==> src/rtl/pcileech_bar_wifi_pkg.sv <==
// Shared definitions for the fake Wi-Fi BAR: register map, error codes,
// initiator FSM states and read-context tag geometry. The responder and the
// initiator both import this package so the two sides cannot disagree on the
// register addresses.
package pcileech_bar_wifi_pkg;

  localparam logic [31:0] WIFI_LINK_STATUS = 32'h0000_0000;
  localparam logic [31:0] WIFI_SCAN_RESULT = 32'h0000_0004;
  localparam logic [31:0] WIFI_SSID        = 32'h0000_0008;
  localparam logic [31:0] WIFI_RSSI        = 32'h0000_000C;
  localparam logic [31:0] WIFI_SCAN_COUNT  = 32'h0000_0010;

  localparam int CTX_W = 88;
  localparam int TAG_W = 8;

  typedef enum logic [1:0] {
    ERR_NONE         = 2'd0,
    ERR_RSP_TIMEOUT  = 2'd1,
    ERR_CTX_MISMATCH = 2'd2,
    ERR_LINK_TIMEOUT = 2'd3
  } wifi_err_e;

  typedef enum logic [3:0] {
    ST_IDLE     = 4'd0,
    ST_WR_SEL   = 4'd1,
    ST_RD_CNT   = 4'd2,
    ST_POLL     = 4'd3,
    ST_POLL_GAP = 4'd4,
    ST_RD_SSID  = 4'd5,
    ST_RD_RSSI  = 4'd6,
    ST_FIN      = 4'd7,
    ST_TRACK    = 4'd8
  } wifi_init_state_e;

endpackage

==> src/rtl/pcileech_bar_rd_txn.sv <==
// Single-outstanding BAR read issuer. An issue pulse (accepted only when no
// read is in flight) produces a one-cycle rd_req_valid strobe carrying the
// current tag; the tag then advances mod 256. Handshake: rd_rsp_valid is
// looked at only from the cycle after the strobe until the read completes; a
// matching ctx gives rsp_ok, a different ctx gives err_ctx, and silence gives
// err_timeout in the cycle where the elapsed-cycle count reaches
// RSP_TIMEOUT-1, so the owner's registered error appears RSP_TIMEOUT cycles
// after the strobe. RSP_TIMEOUT must be at least 2.
module pcileech_bar_rd_txn
  import pcileech_bar_wifi_pkg::*;
#(
  parameter int RSP_TIMEOUT = 32
) (
  input  logic             clk,
  input  logic             rst,
  input  logic             issue,
  input  logic [31:0]      issue_addr,
  output logic [CTX_W-1:0] rd_req_ctx,
  output logic [31:0]      rd_req_addr,
  output logic             rd_req_valid,
  input  logic [CTX_W-1:0] rd_rsp_ctx,
  input  logic [31:0]      rd_rsp_data,
  input  logic             rd_rsp_valid,
  output logic             rsp_ok,
  output logic [31:0]      rsp_data,
  output logic             err_timeout,
  output logic             err_ctx
);

  localparam int CNT_W = $clog2(RSP_TIMEOUT + 1);

  logic [TAG_W-1:0] tag_q, tag_d;
  logic [CTX_W-1:0] ctx_q, ctx_d;
  logic [31:0]      addr_q, addr_d;
  logic             strobe_q, strobe_d;
  logic             wait_q, wait_d;
  logic [CNT_W-1:0] cnt_q, cnt_d;

  // Next-state: strobe -> wait, response/ctx check, timeout count, new issue.
  always_comb begin
    tag_d       = tag_q;
    ctx_d       = ctx_q;
    addr_d      = addr_q;
    strobe_d    = 1'b0;
    wait_d      = wait_q;
    cnt_d       = cnt_q;
    rsp_ok      = 1'b0;
    err_ctx     = 1'b0;
    err_timeout = 1'b0;
    if (strobe_q) begin
      wait_d = 1'b1;
      cnt_d  = CNT_W'(1);
    end else if (wait_q) begin
      if (rd_rsp_valid) begin
        rsp_ok  = (rd_rsp_ctx == ctx_q);
        err_ctx = (rd_rsp_ctx != ctx_q);
        wait_d  = 1'b0;
        cnt_d   = '0;
      end else if (cnt_q == CNT_W'(RSP_TIMEOUT - 1)) begin
        err_timeout = 1'b1;
        wait_d      = 1'b0;
        cnt_d       = '0;
      end else begin
        cnt_d = cnt_q + 1'b1;
      end
    end
    if (issue && !strobe_q && !wait_q) begin
      strobe_d = 1'b1;
      addr_d   = issue_addr;
      ctx_d    = {{(CTX_W - TAG_W){1'b0}}, tag_q};
      tag_d    = tag_q + 1'b1;
    end
  end

  // State registers with synchronous active-low reset.
  always_ff @(posedge clk) begin
    if (!rst) begin
      tag_q    <= '0;
      ctx_q    <= '0;
      addr_q   <= '0;
      strobe_q <= 1'b0;
      wait_q   <= 1'b0;
      cnt_q    <= '0;
    end else begin
      tag_q    <= tag_d;
      ctx_q    <= ctx_d;
      addr_q   <= addr_d;
      strobe_q <= strobe_d;
      wait_q   <= wait_d;
      cnt_q    <= cnt_d;
    end
  end

  assign rd_req_ctx   = ctx_q;
  assign rd_req_addr  = addr_q;
  assign rd_req_valid = strobe_q;
  assign rsp_data     = rd_rsp_data;

endmodule

==> src/rtl/pcileech_bar_initiator_wifi.sv <==
// Host-driver style initiator for the fake Wi-Fi BAR: selects a network,
// reads the scan count, polls link status until connected, then reads SSID
// and RSSI. Optional macro WIFI_INIT_RSSI_TRACK_EN keeps re-reading RSSI every
// TRACK_PERIOD cycles after a successful run. Errors are sticky until the
// next accepted start; result registers keep their last values.
module pcileech_bar_initiator_wifi
  import pcileech_bar_wifi_pkg::*;
#(
  parameter int POLL_GAP     = 64,
  parameter int MAX_POLLS    = 256,
  parameter int RSP_TIMEOUT  = 32,
  parameter int TRACK_PERIOD = 1024
) (
  input  logic             clk,
  input  logic             rst,
  input  logic             start,
  input  logic [1:0]       select_index,
  output logic [31:0]      wr_addr,
  output logic [3:0]       wr_be,
  output logic [31:0]      wr_data,
  output logic             wr_valid,
  output logic [CTX_W-1:0] rd_req_ctx,
  output logic [31:0]      rd_req_addr,
  output logic             rd_req_valid,
  input  logic [CTX_W-1:0] rd_rsp_ctx,
  input  logic [31:0]      rd_rsp_data,
  input  logic             rd_rsp_valid,
  output logic             busy,
  output logic             done,
  output logic             error,
  output logic [1:0]       error_code,
  output logic             link_up,
  output logic [7:0]       scan_count,
  output logic [31:0]      ssid,
  output logic [7:0]       rssi
);

  localparam int POLL_W = $clog2(MAX_POLLS + 1);
  localparam int GAP_W  = $clog2(POLL_GAP + 1);
  localparam int TRK_W  = $clog2(TRACK_PERIOD + 1);

  wifi_init_state_e state_q, state_d;
  wifi_err_e        error_code_q, error_code_d;
  logic [1:0]  sel_q, sel_d;
  logic [31:0] wr_addr_q, wr_addr_d, wr_data_q, wr_data_d, ssid_q, ssid_d;
  logic [3:0]  wr_be_q, wr_be_d;
  logic        wr_valid_q, wr_valid_d, busy_q, busy_d, done_q, done_d;
  logic        error_q, error_d, link_up_q, link_up_d, pend_q, pend_d;
  logic        start_pend_q, start_pend_d;
  logic [7:0]  scan_count_q, scan_count_d, rssi_q, rssi_d;
  logic [POLL_W-1:0] poll_cnt_q, poll_cnt_d;
  logic [GAP_W-1:0]  gap_cnt_q, gap_cnt_d;
  logic [TRK_W-1:0]  track_cnt_q, track_cnt_d;

  logic        issue, begin_seq;
  logic [31:0] issue_addr, txn_rsp_data;
  logic        txn_rsp_ok, txn_err_timeout, txn_err_ctx;

  pcileech_bar_rd_txn #(.RSP_TIMEOUT(RSP_TIMEOUT)) u_rd_txn (
    .clk          (clk),
    .rst          (rst),
    .issue        (issue),
    .issue_addr   (issue_addr),
    .rd_req_ctx   (rd_req_ctx),
    .rd_req_addr  (rd_req_addr),
    .rd_req_valid (rd_req_valid),
    .rd_rsp_ctx   (rd_rsp_ctx),
    .rd_rsp_data  (rd_rsp_data),
    .rd_rsp_valid (rd_rsp_valid),
    .rsp_ok       (txn_rsp_ok),
    .rsp_data     (txn_rsp_data),
    .err_timeout  (txn_err_timeout),
    .err_ctx      (txn_err_ctx)
  );

  // Sequence FSM next-state and registered-output computation.
  always_comb begin
    state_d      = state_q;      error_code_d = error_code_q;
    sel_d        = sel_q;        wr_addr_d    = wr_addr_q;
    wr_data_d    = wr_data_q;    wr_be_d      = wr_be_q;
    wr_valid_d   = 1'b0;         busy_d       = busy_q;
    done_d       = 1'b0;         error_d      = error_q;
    link_up_d    = link_up_q;    scan_count_d = scan_count_q;
    ssid_d       = ssid_q;       rssi_d       = rssi_q;
    pend_d       = pend_q;       poll_cnt_d   = poll_cnt_q;
    gap_cnt_d    = gap_cnt_q;    track_cnt_d  = track_cnt_q;
    start_pend_d = start_pend_q;
    issue        = 1'b0;
    issue_addr   = WIFI_LINK_STATUS;
    begin_seq    = 1'b0;
    case (state_q)
      ST_IDLE: begin_seq = start;
      ST_WR_SEL: begin
        wr_valid_d = 1'b1;
        wr_addr_d  = WIFI_SCAN_RESULT;
        wr_be_d    = 4'hF;
        wr_data_d  = {30'b0, sel_q};
        state_d    = ST_RD_CNT;
      end
      ST_RD_CNT: begin
        issue_addr = WIFI_SCAN_COUNT;
        if (txn_rsp_ok) begin
          scan_count_d = txn_rsp_data[7:0];
          pend_d       = 1'b0;
          state_d      = ST_POLL;
        end
      end
      ST_POLL: begin
        issue_addr = WIFI_LINK_STATUS;
        if (txn_rsp_ok) begin
          pend_d     = 1'b0;
          link_up_d  = txn_rsp_data[0];
          poll_cnt_d = poll_cnt_q + 1'b1;
          gap_cnt_d  = '0;
          if (txn_rsp_data[0]) begin
            state_d = ST_RD_SSID;
          end else if (poll_cnt_q == POLL_W'(MAX_POLLS - 1)) begin
            error_d      = 1'b1;
            error_code_d = ERR_LINK_TIMEOUT;
            busy_d       = 1'b0;
            state_d      = ST_IDLE;
          end else begin
            state_d = ST_POLL_GAP;
          end
        end
      end
      ST_POLL_GAP: begin
        if (gap_cnt_q == GAP_W'(POLL_GAP - 1)) state_d = ST_POLL;
        else gap_cnt_d = gap_cnt_q + 1'b1;
      end
      ST_RD_SSID: begin
        issue_addr = WIFI_SSID;
        if (txn_rsp_ok) begin
          ssid_d  = txn_rsp_data;
          pend_d  = 1'b0;
          state_d = ST_RD_RSSI;
        end
      end
      ST_RD_RSSI: begin
        issue_addr = WIFI_RSSI;
        if (txn_rsp_ok) begin
          rssi_d  = txn_rsp_data[7:0];
          pend_d  = 1'b0;
          state_d = ST_FIN;
        end
      end
      ST_FIN: begin
        done_d = 1'b1;
        busy_d = 1'b0;
`ifdef WIFI_INIT_RSSI_TRACK_EN
        state_d      = ST_TRACK;
        track_cnt_d  = '0;
        start_pend_d = 1'b0;
`else
        state_d = ST_IDLE;
`endif
      end
      ST_TRACK: begin
`ifdef WIFI_INIT_RSSI_TRACK_EN
        // Free-running period counter so strobes land exactly TRACK_PERIOD apart.
        track_cnt_d = (track_cnt_q == TRK_W'(TRACK_PERIOD - 1)) ? '0 : track_cnt_q + 1'b1;
        if (pend_q && txn_rsp_ok) begin
          rssi_d = txn_rsp_data[7:0];
          pend_d = 1'b0;
        end
        if (start || start_pend_q) begin
          // A start arriving mid-read is held until that read completes.
          if (!pend_q) begin_seq = 1'b1;
          else start_pend_d = 1'b1;
        end else if (!pend_q && track_cnt_q == TRK_W'(TRACK_PERIOD - 1)) begin
          issue      = 1'b1;
          issue_addr = WIFI_RSSI;
          pend_d     = 1'b1;
        end
`else
        state_d = ST_IDLE;
`endif
      end
      default: state_d = ST_IDLE;
    endcase
    // Every sequence read state issues once on entry, then waits.
    if (!pend_q && (state_q == ST_RD_CNT || state_q == ST_POLL ||
                    state_q == ST_RD_SSID || state_q == ST_RD_RSSI)) begin
      issue  = 1'b1;
      pend_d = 1'b1;
    end
    if (begin_seq) begin
      busy_d       = 1'b1;
      error_d      = 1'b0;
      error_code_d = ERR_NONE;
      sel_d        = select_index;
      poll_cnt_d   = '0;
      start_pend_d = 1'b0;
      state_d      = ST_WR_SEL;
    end
    // Transaction errors override whatever the state wanted this cycle.
    if (state_q != ST_IDLE && (txn_err_timeout || txn_err_ctx)) begin
      error_d      = 1'b1;
      error_code_d = txn_err_timeout ? ERR_RSP_TIMEOUT : ERR_CTX_MISMATCH;
      busy_d       = 1'b0;
      pend_d       = 1'b0;
      start_pend_d = 1'b0;
      state_d      = ST_IDLE;
    end
  end

  // All FSM state and outputs registered; synchronous active-low reset.
  always_ff @(posedge clk) begin
    if (!rst) begin
      state_q <= ST_IDLE;      error_code_q <= ERR_NONE;
      sel_q <= '0;             wr_addr_q <= '0;     wr_data_q <= '0;
      wr_be_q <= '0;           wr_valid_q <= 1'b0;  busy_q <= 1'b0;
      done_q <= 1'b0;          error_q <= 1'b0;     link_up_q <= 1'b0;
      scan_count_q <= '0;      ssid_q <= '0;        rssi_q <= '0;
      pend_q <= 1'b0;          poll_cnt_q <= '0;    gap_cnt_q <= '0;
      track_cnt_q <= '0;       start_pend_q <= 1'b0;
    end else begin
      state_q <= state_d;      error_code_q <= error_code_d;
      sel_q <= sel_d;          wr_addr_q <= wr_addr_d;   wr_data_q <= wr_data_d;
      wr_be_q <= wr_be_d;      wr_valid_q <= wr_valid_d; busy_q <= busy_d;
      done_q <= done_d;        error_q <= error_d;       link_up_q <= link_up_d;
      scan_count_q <= scan_count_d; ssid_q <= ssid_d;    rssi_q <= rssi_d;
      pend_q <= pend_d;        poll_cnt_q <= poll_cnt_d; gap_cnt_q <= gap_cnt_d;
      track_cnt_q <= track_cnt_d; start_pend_q <= start_pend_d;
    end
  end

  assign wr_addr    = wr_addr_q;
  assign wr_be      = wr_be_q;
  assign wr_data    = wr_data_q;
  assign wr_valid   = wr_valid_q;
  assign busy       = busy_q;
  assign done       = done_q;
  assign error      = error_q;
  assign error_code = error_code_q;
  assign link_up    = link_up_q;
  assign scan_count = scan_count_q;
  assign ssid       = ssid_q;
  assign rssi       = rssi_q;

endmodule

==> config.mk <==
export PLATFORM = sky130hd
export DESIGN_NAME = pcileech_bar_initiator_wifi
export DESIGN_NICKNAME = d
export VERILOG_FILES = /design/src/rtl/pcileech_bar_wifi_pkg.sv /design/src/rtl/pcileech_bar_rd_txn.sv /design/src/rtl/pcileech_bar_initiator_wifi.sv
export SDC_FILE = /design/constraint.sdc
export NUM_CORES = 1
export LEC_CHECK = 0
export BUFFER_PORTS_ARGS = -buffer_cell sky130_fd_sc_hd__buf_4
export CORE_AREA = 2 2 142 144
export DETAILED_ROUTE_END_ITERATION = 6
export DIE_AREA = 0 0 144 146
export SLEW_MARGIN = 10
export SYNTH_ARGS = -nofsm -noshare
export SYNTH_HDL_FRONTEND = slang
export SYNTH_SLANG_ARGS = --single-unit
==> constraint.sdc <==
create_clock -name clk -period 5 [get_ports clk]
set_input_delay 1 -clock clk [delete_from_list [all_inputs] [get_ports clk]]
set_output_delay 1 -clock clk [all_outputs]
set_load 0.03 [all_outputs]
### After elaboration in Yosys (flattened, before gate mapping)

Cells that the tools add are included.

* multiplexer cells: 57
* equality and inequality tests: 27
* reductions and logical operators: 36
* add/sub/neg operators: 4
* bitwise logic cells: 2

Operator list (count)
* 88-bit by 8-bit equality test with 1-bit output: 1
* 88-bit by 8-bit inequality test with 1-bit output: 1
* 1-bit two-way mux: 35
* 4-bit case mux with 7 select lines: 1
* 3-bit inequality test, second input constant: 7
* 4-bit two-way mux: 5
* 4-bit by 3-bit equality test with 1-bit output, second input constant: 4
* 5-bit case mux with 3 select lines: 1
* 2-bit two-way mux: 7
* 7-bit two-way mux: 2
* 2-bit inequality test, second input constant: 7
* 7-bit case mux with 2 select lines: 1
* 6-bit two-way mux: 2
* 6-bit AND reduction: 2
* 3-bit nonzero test: 4
* 2-bit AND reduction: 5
* 9-bit by 1-bit adder with 9-bit output, second input constant: 1
* 9-bit by 8-bit equality test with 1-bit output, second input constant: 1
* 8-bit by 1-bit adder with 8-bit output, second input constant: 1
* 4-bit by 2-bit equality test with 1-bit output, second input constant: 2
* 4-bit AND reduction: 2
* 2-bit nonzero test: 4
* 7-bit by 1-bit adder with 7-bit output, second input constant: 1
* 7-bit by 6-bit equality test with 1-bit output, second input constant: 1
* other kinds (16): 28

* output and inout port bits: 244
* register bits: 138
* word-level logic and storage cells: 151
* input port bits: 126

### Depth between registers and ports, before layout

Gate-level depths: netlist of run 1.

* depth in word-level cells: 9
* mapped depth: 9
* depth with buffers taken out: 9

### By module

From an unflattened synthesis of run 1, not the netlist that was laid out.

* cells, all modules: 860
* area, all modules: 7155.6 µm²

By module, submodules not included
* pcileech_bar_initiator_wifi: times used 1, area an instance 3804.9 µm², seq. area each 1601.5 µm², cells an instance 453
* pcileech_bar_rd_txn: times used 1, area an instance 3350.7 µm², seq. area each 1121.1 µm², cells an instance 407

### Worst setup path before layout of run 1

Ideal clock, no wire load.

* kind: input-to-reg
* start: input port rd_rsp_ctx[80]
* end: register state_q[1]
* library setup time: 0.103 ns
* stages on the path: 7
* path slack: 1.835 ns
* path buffers: 1
* data required time: 4.897 ns
* data arrival time: 3.061 ns
* cells stage by stage: nor4_1 -> nand4_1 -> or4_1 -> buf_6 -> nor3_1 -> mux2_2 -> a2111oi_2

* word-level cells in the longest chain between the ends: 7
* elaborated cells on any way between the ends: 16
* those cells by class: 6 x eq/ne; 6 x mux; 4 x reduce/logical

Ends and longest elaborated chain
* from (decl): RTL line pcileech_bar_initiator_wifi.sv:25 `input logic [CTX_W-1:0] rd_rsp_ctx,`
* parallel branches: the longest is 7 deep, another holds 88-bit by 8-bit equality test with 1-bit output
* to (signal assigned): RTL line pcileech_bar_initiator_wifi.sv:218 `state_q <= state_d; error_code_q <= error_code_d;`
* to (decl): RTL line pcileech_bar_initiator_wifi.sv:42 `wifi_init_state_e state_q, state_d;`

Several ways; the timed one is not identified.
A chain may end at the register's enable or synchronous reset.

### Worst setup path after layout of run 1

* start: input port rd_rsp_ctx[21]
* end: register state_q[1]

Same word-level chain as after synthesis.

==> flow_summary.toml, run 1 <==
[setup_path]
crit_slowest_cell = "or4_1"
path_buf_inv = 1
slowest_delay_ns = 0.73
r2r-start = "u_rd_txn.rd_req_ctx[6]"
cp_cell_sequence = "buf_4 > nor4_1 > nand4_1 > or4_1 > nor3_1 > mux2_2 > a2111oi_2"
worstPathArrival_ns = 3.68
critPathTopFamily = "simple AND/OR/NAND/NOR gates"
r2r_slack_ns = 2.17
start_kind = "primary input"
ff2ff_path_depth = 6
cp.required_ns = 5.25
worstReg2RegEnd = "state_q[1]"
cp-end-kind = "flip-flop"
timing.critical_path.fanout_max = 7
worstSetupPathType = "primary input to flip-flop"

[detailed_routing]
drtAntennaViolNets = 0
wl_mm = 14.18
drc = 0
drt_iter0_drc = 110
wl_per_cell_um = 12.46
drtPass1Iterations = 4
vias_per_cell = 4.082
dr_total_vias = 4645

[yosys]
yosysTopAreaCell = "dfxtp_1"
syn_inst = 683
synthTopCellsByArea = "dfxtp_1 (35%), buf_4 (22%), mux2i_1 (7.4%)"
synth.top_cell.area_share_pct = 35.34
yosysSeqAreaShare_pct = 35.34
netlist_area_um2 = 6061
ys.flop_type = "dfxtp_1"
syn_area_per_cell_um2 = 8.874
synth-seq-cells = 107
ys_types = 46
async_flop_share_pct = 0
synthTopCellsByCount = "buf_4 (174), dfxtp_1 (107), nand2_1 (60)"
yosysMostFrequentCell = "buf_4"
ys_warn_count = 0
synth_edf_count = 0

[sta]
fmax_ghz = 0.2919
setup_viol = 0
skew_ns = 0.009309
hold_viol = 0
hold_slack_ns = 0.4620
rsz0062_at_grt = "no"
slew-limit-headroom_pct = 18.47
tns_ns = 0
timing.final.crit_period_ns = 3.426
min_period_over_period_pct = 68.52
tightest_slew_ns = 1.208
drv_slew = 0

[power]
swShare_pct = 31.13
power_frac_comb_pct = 18.7
ir_drop_uv = 144.4
seq_power_share_pct = 44.5
power_density_nw_per_um2 = 266.2
power_frac_clock_pct = 36.8
p_sw_uw = 615.6
p_int_mw = 1.362
leakage_nw = 3.270

[clock_tree]
htreeDepth = 3
cts-root-buf = "clkbuf_16"
cts_buffers = 9
ctsHoldBuffers = 0
clock_latency_ns = 0.36
cts_buffer_depth = 2
clock-sinks = 107
tritoncts = "done"
postCtsResizedCells = 0
post_cts_buffers = 0
path_clk_slew_ns = 0.07

[global_routing]
first_global_vias = 4286
grt_max_degree = 88
grt_first_pass_wirelength_mm = 21.21
overflow = 0
antenna_found_initial = 0
grt_usage_pct = 12.94

[floorplan]
fp.dieH_um = 146
core_area_um2 = 19330
start_util_pct = 31.35
fp.dieArea_um2 = 21020
rows = 51
num_io_pins = 370
die_w_um = 144

[finish]
fin_nets = 999
antenna_cells = 0
drive_above_1_share_pct = 26.35
utilization_pct = 38.42
area_delta_synth_final_pct = 22.56

[flow_run]
drv_cap = 0

[hold_path]
hold_class = "flip-flop to flip-flop"
whs_path_depth = 2
hold_end = "gap_cnt_q[6]"
hold_path_startpoint = "gap_cnt_q[6]"

[place]
hpwl_mm = 11.03
gp_congestion = 0.8037
port_buffers = 199

[run_status]
status = "finished clean"
-- layout make-up --
type / instances / area, um2
sequential: 107 / 2142
tap: 265 / 331.6
clock buffer: 9 / 225.2
clock inverter: 7 / 75.07
multi-input combinational: 543 / 3115
timing repair buffer: 203 / 1524
fill: 2042 / 11910
inverter: 4 / 15.01
-- placed cells by master (no fill, tap or decap), types with 14 or more instances in the layout --
master	n
xor2_1	14
nand3_1	21
dfxtp_1	107
conb_1	170
nand2_1	60
nor2b_1	47
a21boi_0	25
mux2i_1	45
nor4_1	22
buf_4	203
nor2_1	22
-- worst register-to-register path: cells and delay by family (launching register included) --
| kind | cells | cell delay, ns |
|---|---|---|
| AO/OA/AOI/OAI | 1 | 0.33 |
| XOR/XNOR | 1 | 0.17 |
| flip-flops | 1 | 0.35 |
| multiplexers | 1 | 0.41 |
| AND/OR/NAND/NOR | 3 | 1.45 |
-- power by group through the flow --
stage,combinational (mW),sequential [mW],clock [mW]
2_1_floorplan,0.358,0.900,0
3_3_place_gp,0.367,0.900,0
3_5_place_dp,0.368,0.901,0
4_1_cts,0.369,0.880,0.756
5_1_grt,0.395,0.883,0.786
6_report,0.369,0.881,0.728
-- stage by stage --
stage / cells / power (mW) / worst slack (ns) / area, um2
detailed placement: 1122 / 1.269 / 1.160 / 7128
floorplan: 852 / 1.258 / 1.835 / 6695
global placement: 1122 / 1.268 / 1.207 / 7128
finish: 1138 / 1.978 / 1.574 / 7428
CTS: 1138 / 2.005 / 1.526 / 7428
global route: 1138 / 2.064 / 1.382 / 7428
-- how the worst max path moves through the flow --
stage | start | endpoint | slack [ns] | cells after the start
after floorplan | rd_rsp_ctx[80] | state_q[1] | 1.84 | 7
after global placement | rd_rsp_ctx[72] | state_q[1] | 1.21 | 7
after detailed placement | rd_rsp_ctx[21] | state_q[1] | 1.16 | 7
after CTS | rd_rsp_ctx[21] | state_q[1] | 1.53 | 7
after global routing | rd_rsp_ctx[21] | state_q[1] | 1.38 | 7
final | rd_rsp_ctx[21] | state_q[1] | 1.57 | 7
-- cells by family (layout without fill, tap and decap cells) --
logic type      after synthesis  in the layout  share of synthesized area (%)
compound gates               67             67                          7.618
buf+inv                     202            223                          23.82
flops                       107            107                          35.34
mux                          48             48                          7.989
simple gates                233            233                          21.24
other cells                   1            170                        0.06187
xor+xnor                     20             20                          2.890
fa+ha+maj                     5              5                          1.032
-- flip-flops by register name, summed over array words and instances, names as in the netlist, 3 cells and up --
name and count:
gap_cnt_q 7, poll_cnt_q 9, rssi 8, scan_count 8
ssid 32, state_q 3, u_rd_txn.cnt_q 6, u_rd_txn.rd_req_addr 3
u_rd_txn.rd_req_ctx 8, u_rd_txn.tag_q 8
-- layer usage --
| metal | vias up | GRT usage, % | share of wire [%] |
|---|---|---|---|
| li1 | 2347 | - | - |
| met1 | 2085 | 14.00 | 39 |
| met2 | 201 | 24.48 | 53 |
| met3 | 12 | 3.126 | 7.1 |
| met4 | 0 | 3.922 | 1.1 |
| met5 | - | 0 | 0 |
Note: power is estimated with default switching activity, not from simulation.
==> run 2, diff against run 1 <==
Settings changed: ABC_AREA set to 1, CORE_AREA 2 2 142 144 to 2 2 145 147, DIE_AREA 0 0 144 146 to 0 0 147 149.
Clock period 5 ns to 3.3 ns, I/O delays scaled along.
==> run 2 against run 1 <==
- sequential share of layout area fell by 0.36 points
- utilization shrank 1.8 points
- clock-buffer cell count unchanged
- synthesized cell count increased by 27%
- via count grew 12%
- first-iteration DRC count increased by 35%
- sequential cell count stayed put
- global-route usage increased by 0.27 points
- total power increased by 100%
- routed wire length up 3.9%
- setup slack got worse by 0.68 ns
- critical path type unchanged
- largest cell class unchanged
- largest power group unchanged
- highest routed layer unchanged
==> flow_summary.toml, run 2 <==
[yosys]
yosysTopAreaCell = "dfxtp_1"
synth-seq-cells = 107
netlist_area_um2 = 6177
yosysSeqAreaShare_pct = 34.68
synth_xor_xnor_area_share_pct = 1.134
yosysMostFrequentCell = "buf_4"
yosys.area_share.simple_pct = 22.48
ys_types = 35
synthTopCellsByCount = "buf_4 (174), nor2_1 (128), dfxtp_1 (107)"
ys.flop_type = "dfxtp_1"
syn_inst = 864
synth_mux_area_share_pct = 0
synthAdderAreaFrac_pct = 1.013
syn_area_per_cell_um2 = 7.150
synth.top_cell.area_share_pct = 34.68
async_flop_share_pct = 0
synth_edf_count = 0
synth_compound_area_share_pct = 11.69
ys_warn_count = 0
synth_top_family_by_area = "buffers and inverters"
synthTopCellsByArea = "dfxtp_1 (35%), buf_4 (21%), nor2_1 (7.8%)"

[clock_tree]
ctsHoldBuffers = 0
path_clk_slew_ns = 0.08
htreeDepth = 3
cts_buffer_depth = 2
post_cts_buffers = 0
clock-sinks = 107
cts-root-buf = "clkbuf_16"
cts_buffers = 9
clock_latency_ns = 0.36
postCtsResizedCells = 0
tritoncts = "done"

[power]
ir_drop_uv = 229.8
leakage_nw = 3.654
power_density_nw_per_um2 = 526.2

[finish]
utilization_pct = 36.60
fin_nets = 1180
multi_input_area_um2 = 2882
area_delta_synth_final_pct = 21.79
final_cell_mix = "buf_4 (204), conb_1 (170), nor2_1 (128), dfxtp_1 (107), nand2_1 (106)"
drive_above_1_share_pct = 24.67
layout_commonest_cell = "buf_4"
largest_reg_flops = 32
antenna_cells = 0
seqCellArea_um2 = 2142
fillers = 2223

[sta]
timing.final.crit_period_ns = 2.402
finalWorstSetupSlack_ns = 0.8976
rsz0062_at_grt = "no"
tightest_slew_ns = 0.9351
skew_ns = 0.008094
slew-limit-headroom_pct = 37.66
tns_ns = 0
fmax_ghz = 0.4162
hold_viol = 0
setup_viol = 0
min_period_over_period_pct = 72.80
drv_slew = 0

[floorplan]
start_util_pct = 30.05
fp.dieH_um = 149
rows = 53
num_io_pins = 370
die_w_um = 147
fp.dieArea_um2 = 21900
core_area_um2 = 20560

[global_routing]
first_global_vias = 4725
antenna_found_initial = 0
overflow = 0
grt_max_degree = 64
grt_first_pass_wirelength_mm = 23.16
grt_usage_pct = 13.22

[hold_path]
hold_class = "flip-flop to flip-flop"
whs_path_depth = 2

[place]
pre_cts_ws_ns = 0.4746
port_buffers = 199
gp_congestion = 0.8285
hpwl_mm = 11.42

[setup_path]
cp-end-kind = "flip-flop"
ff2ff_path_depth = 6
worstPathArrival_ns = 2.66
timing.critical_path.fanout_max = 31
cp.required_ns = 3.56
start_kind = "primary input"
worstSetupPathType = "primary input to flip-flop"

[flow_run]
drv_cap = 0

[run_status]
status = "finished clean"

[detailed_routing]
wl_mm = 14.74
wl_per_cell_um = 11.09
dr_total_vias = 5193
vias_per_cell = 3.907
drtPass1Iterations = 4
drc = 0
drt_iter0_drc = 149
drtAntennaViolNets = 0
## run 2: changes by cell type in the layout (fill, tap and decap cells not counted), sizes merged, moves of 25 or more
| cell | change |
|---|---|
| o21ai | +64 |
| mux2i | -45 |
| nand2 | +48 |
| a21oi | +49 |
| inv | +85 |
| a21boi | -25 |
| nor2 | +140 |
| nor2b | -47 |
## run 2: kinds of logic (layout without fill, tap and decap cells)
kind of cell,count (synthesis),in the layout
AND/OR/NAND/NOR,317,317
adder cells (fa/ha/maj),5,5
other,1,170
XOR/XNOR,8,8
buffers and inverters,285,306
flip-flops,107,107
AO/OA/AOI/OAI,141,141
## run 2: layout make-up
cell class / instances / area share [%]
inverter: 86 / 4.291
clock buffer: 9 / 2.994
timing repair buffer: 204 / 20.36
multi-input combinational: 641 / 38.30
sequential: 107 / 28.47
tap: 275 / 4.573
clock inverter: 7 / 1.014
## run 2: path summary, 6_finish.rpt
check | endpoint | slack [ns] | from
hold / removal | scan_count[6] | 0.45 | scan_count[6]
hold reg to reg | scan_count[6] | 0.45 | scan_count[6]
setup / recovery | ssid[4] | 0.90 | rd_rsp_ctx[55]
setup reg to reg | ssid[4] | 0.99 | u_rd_txn.wait_q
## run 2: stage by stage
stage | total power, mW | instances | cell area [um2] | hold WS (ns)
after global placement | 2.901 | 1313 | 7222 | 0.4339
after floorplan | 2.653 | 1033 | 6812 | 0.4297
after detailed placement | 2.903 | 1313 | 7222 | 0.4381
after global routing | 4.224 | 1329 | 7523 | 0.4638
after CTS | 4.021 | 1329 | 7523 | 0.4501
final | 3.959 | 1329 | 7523 | 0.4471
## run 2: critical path, cell delays in order
cell	delay, ns
buf_4	0.11
nor2_1	0.09
nand2_1	0.10
nor2_1	0.15
nand2_1	0.07
nor2_1	0.15
nand2_1	0.13
nor2_4	0.19
nand2_4	0.09
or2_2	0.64
nor2_2	0.19
nor2_1	0.06
## run 2: where the power goes
group          switching, mW  internal [mW]
Clock                  0.558          0.542
Sequential             0.109           1.42
Combinational          0.935          0.399
Total                   1.60           2.36
## run 2: routing by layer
metal	track usage, %	vias up	routed length, um
met5	0	-	0
met4	3.846	0	210
met2	22.86	208	7118
met1	15.87	2229	6275
met3	4.067	18	1131
li1	-	2738	-
==> run 3, diff against run 2 <==
Settings changed: CORE_AREA 2 2 145 147 to 2 2 143 145, DIE_AREA 0 0 147 149 to 0 0 145 147.
Clock period 3.3 ns to 2.2 ns, I/O delays scaled along.
==> run 3 against run 2 <==
- first-iteration DRC count is 35% higher
- clock power increased by 41%
- total power grew 51%
- clock skew decreased by 0.0028 ns
- via count up 2.1%
- routed wire length grew 2.1%
- sequential cell count unchanged
- final cell count increased by 1.1%
- critical path type is now flip-flop to flip-flop
==> flow_summary.toml, run 3 (synthesized netlist as in run 2, its figures left out) <==
[sta]
setup_viol = 0
rsz0062_at_grt = "yes"
hold_viol = 0
hold_slack_ns = 0.2984
fmax_ghz = 0.5054
skew_ns = 0.005292
finalWorstSetupSlack_ns = 0.2213
tns_ns = 0
min_period_over_period_pct = 89.94
drv_slew = 0
timing.final.crit_period_ns = 1.979
tightest_slew_ns = 0.6018
slew-limit-headroom_pct = 59.84

[setup_path]
worstSetupPathType = "flip-flop to flip-flop"
critPathMostFrequentCell = "nand2_1"
worstPathArrival_ns = 2.22
cp_cell_sequence = "inv_1 > nand2_1 > nand2_1 > nor2_1 > nand2_1 > nor2_2 > nand2_2 > nor2_4 > nand2_4 > or2_2 > buf_12 > nor2_2 > nor2_1"
cp.required_ns = 2.44
start_kind = "flip-flop"
timing.critical_path.fanout_max = 31
cp-end-kind = "flip-flop"
crit_slowest_cell = "dfxtp_1"
ff2ff_path_depth = 13
slowest_delay_ns = 0.35

[power]
leakage_nw = 3.743
power_density_nw_per_um2 = 775.2
total_power_mw = 5.961
ir_drop_uv = 310.5

[floorplan]
core_area_um2 = 19840
num_io_pins = 370
rows = 52
fp.dieH_um = 147
die_w_um = 145
start_util_pct = 31.13
fp.dieArea_um2 = 21320

[global_routing]
overflow = 0
grt_first_pass_wirelength_mm = 23.95
first_global_vias = 4799
grt_max_degree = 64
grt_usage_pct = 13.73
antenna_found_initial = 0

[clock_tree]
clock_latency_ns = 0.35
cts-root-buf = "clkbuf_16"
cts_buffer_depth = 2
cts_buffers = 9
path_clk_slew_ns = 0.08
htreeDepth = 3
clock-sinks = 107
post_cts_buffers = 0
tritoncts = "done"

[flow_run]
drv_cap = 0

[detailed_routing]
dr_total_vias = 5301
drtAntennaViolNets = 0
drtPass1Iterations = 4
vias_per_cell = 3.944
drc = 0
wl_mm = 15.04
wl_per_cell_um = 11.19
drt_iter0_drc = 201

[hold_path]
hold_class = "primary input to flip-flop"
whs_path_depth = 3

[place]
gp_congestion = 0.8449
pre_cts_ws_ns = -0.06085
hpwl_mm = 11.90
port_buffers = 199
dpl_cell_area_um2 = 7403
dp_cells = 1328

[finish]
fin_cells = 1344
multi_input_area_um2 = 2889
layout_commonest_cell = "buf_4"
final_cell_mix = "buf_4 (221), conb_1 (170), nor2_1 (128), dfxtp_1 (107), nand2_1 (105)"
fillers = 2118
antenna_cells = 0
final_area_um2 = 7689
utilization_pct = 38.75
area_delta_synth_final_pct = 24.47
largest_reg_flops = 32
drive_above_1_share_pct = 26.26
seqCellArea_um2 = 2142
fin_nets = 1200

[run_status]
status = "finished clean"
run 3: cell types whose count changed in the layout (fill, tap and decap cells not counted), sizes merged:
cell / delta
clkinvlp: +3
inv: -3
buf: +20
run 3: area by class of cell:
| cell class | count | area share [%] |
|---|---|---|
| multi-input combinational | 641 | 37.58 |
| sequential | 107 | 27.86 |
| tap | 270 | 4.394 |
| inverter | 86 | 4.199 |
| clock buffer | 9 | 2.929 |
| timing repair buffer | 224 | 22.36 |
| clock inverter | 7 | 0.6835 |
run 3: what timing repair did:
action                                  4_1_cts  5_1_grt
hold buffers                                  0        0
endpoints found under the setup margin        0        7
gates resized for setup                       0        3
run 3: report_power, final:
group	internal, mW	switching [mW]	leakage, nW
logic	0.682	1.44	2.75
registers	2.12	0.158	0.865
clock network	0.777	0.775	0.130
total	3.58	2.38	3.74
run 3: worst max-delay path: cells and delay by family, from the launching register on:
family                 cells  cell delay [ns]
AND/OR/NAND/NOR           11             1.25
buffers and inverters      2             0.25
flip-flops                 1             0.35
run 3: path summary, 6_finish.rpt:
kind | startpoint | to | slack (ns)
worst max-delay path | u_rd_txn.rd_req_ctx[6] | ssid[5] | 0.22
worst min-delay path | rd_rsp_data[8] | ssid[8] | 0.30
worst max register to register | u_rd_txn.rd_req_ctx[6] | ssid[5] | 0.22
worst min register to register | rssi[6] | rssi[6] | 0.45
run 3: per-layer routing:
metal / part of all wire (%) / wire length (um) / vias up / track usage, %
met5: 0 / 0 / - / 0
met4: 1.1 / 162 / 0 / 4.158
met3: 7.1 / 1070 / 11 / 3.478
met2: 48 / 7205 / 185 / 23.55
met1: 44 / 6603 / 2328 / 17.02
li1: - / - / 2777 / -
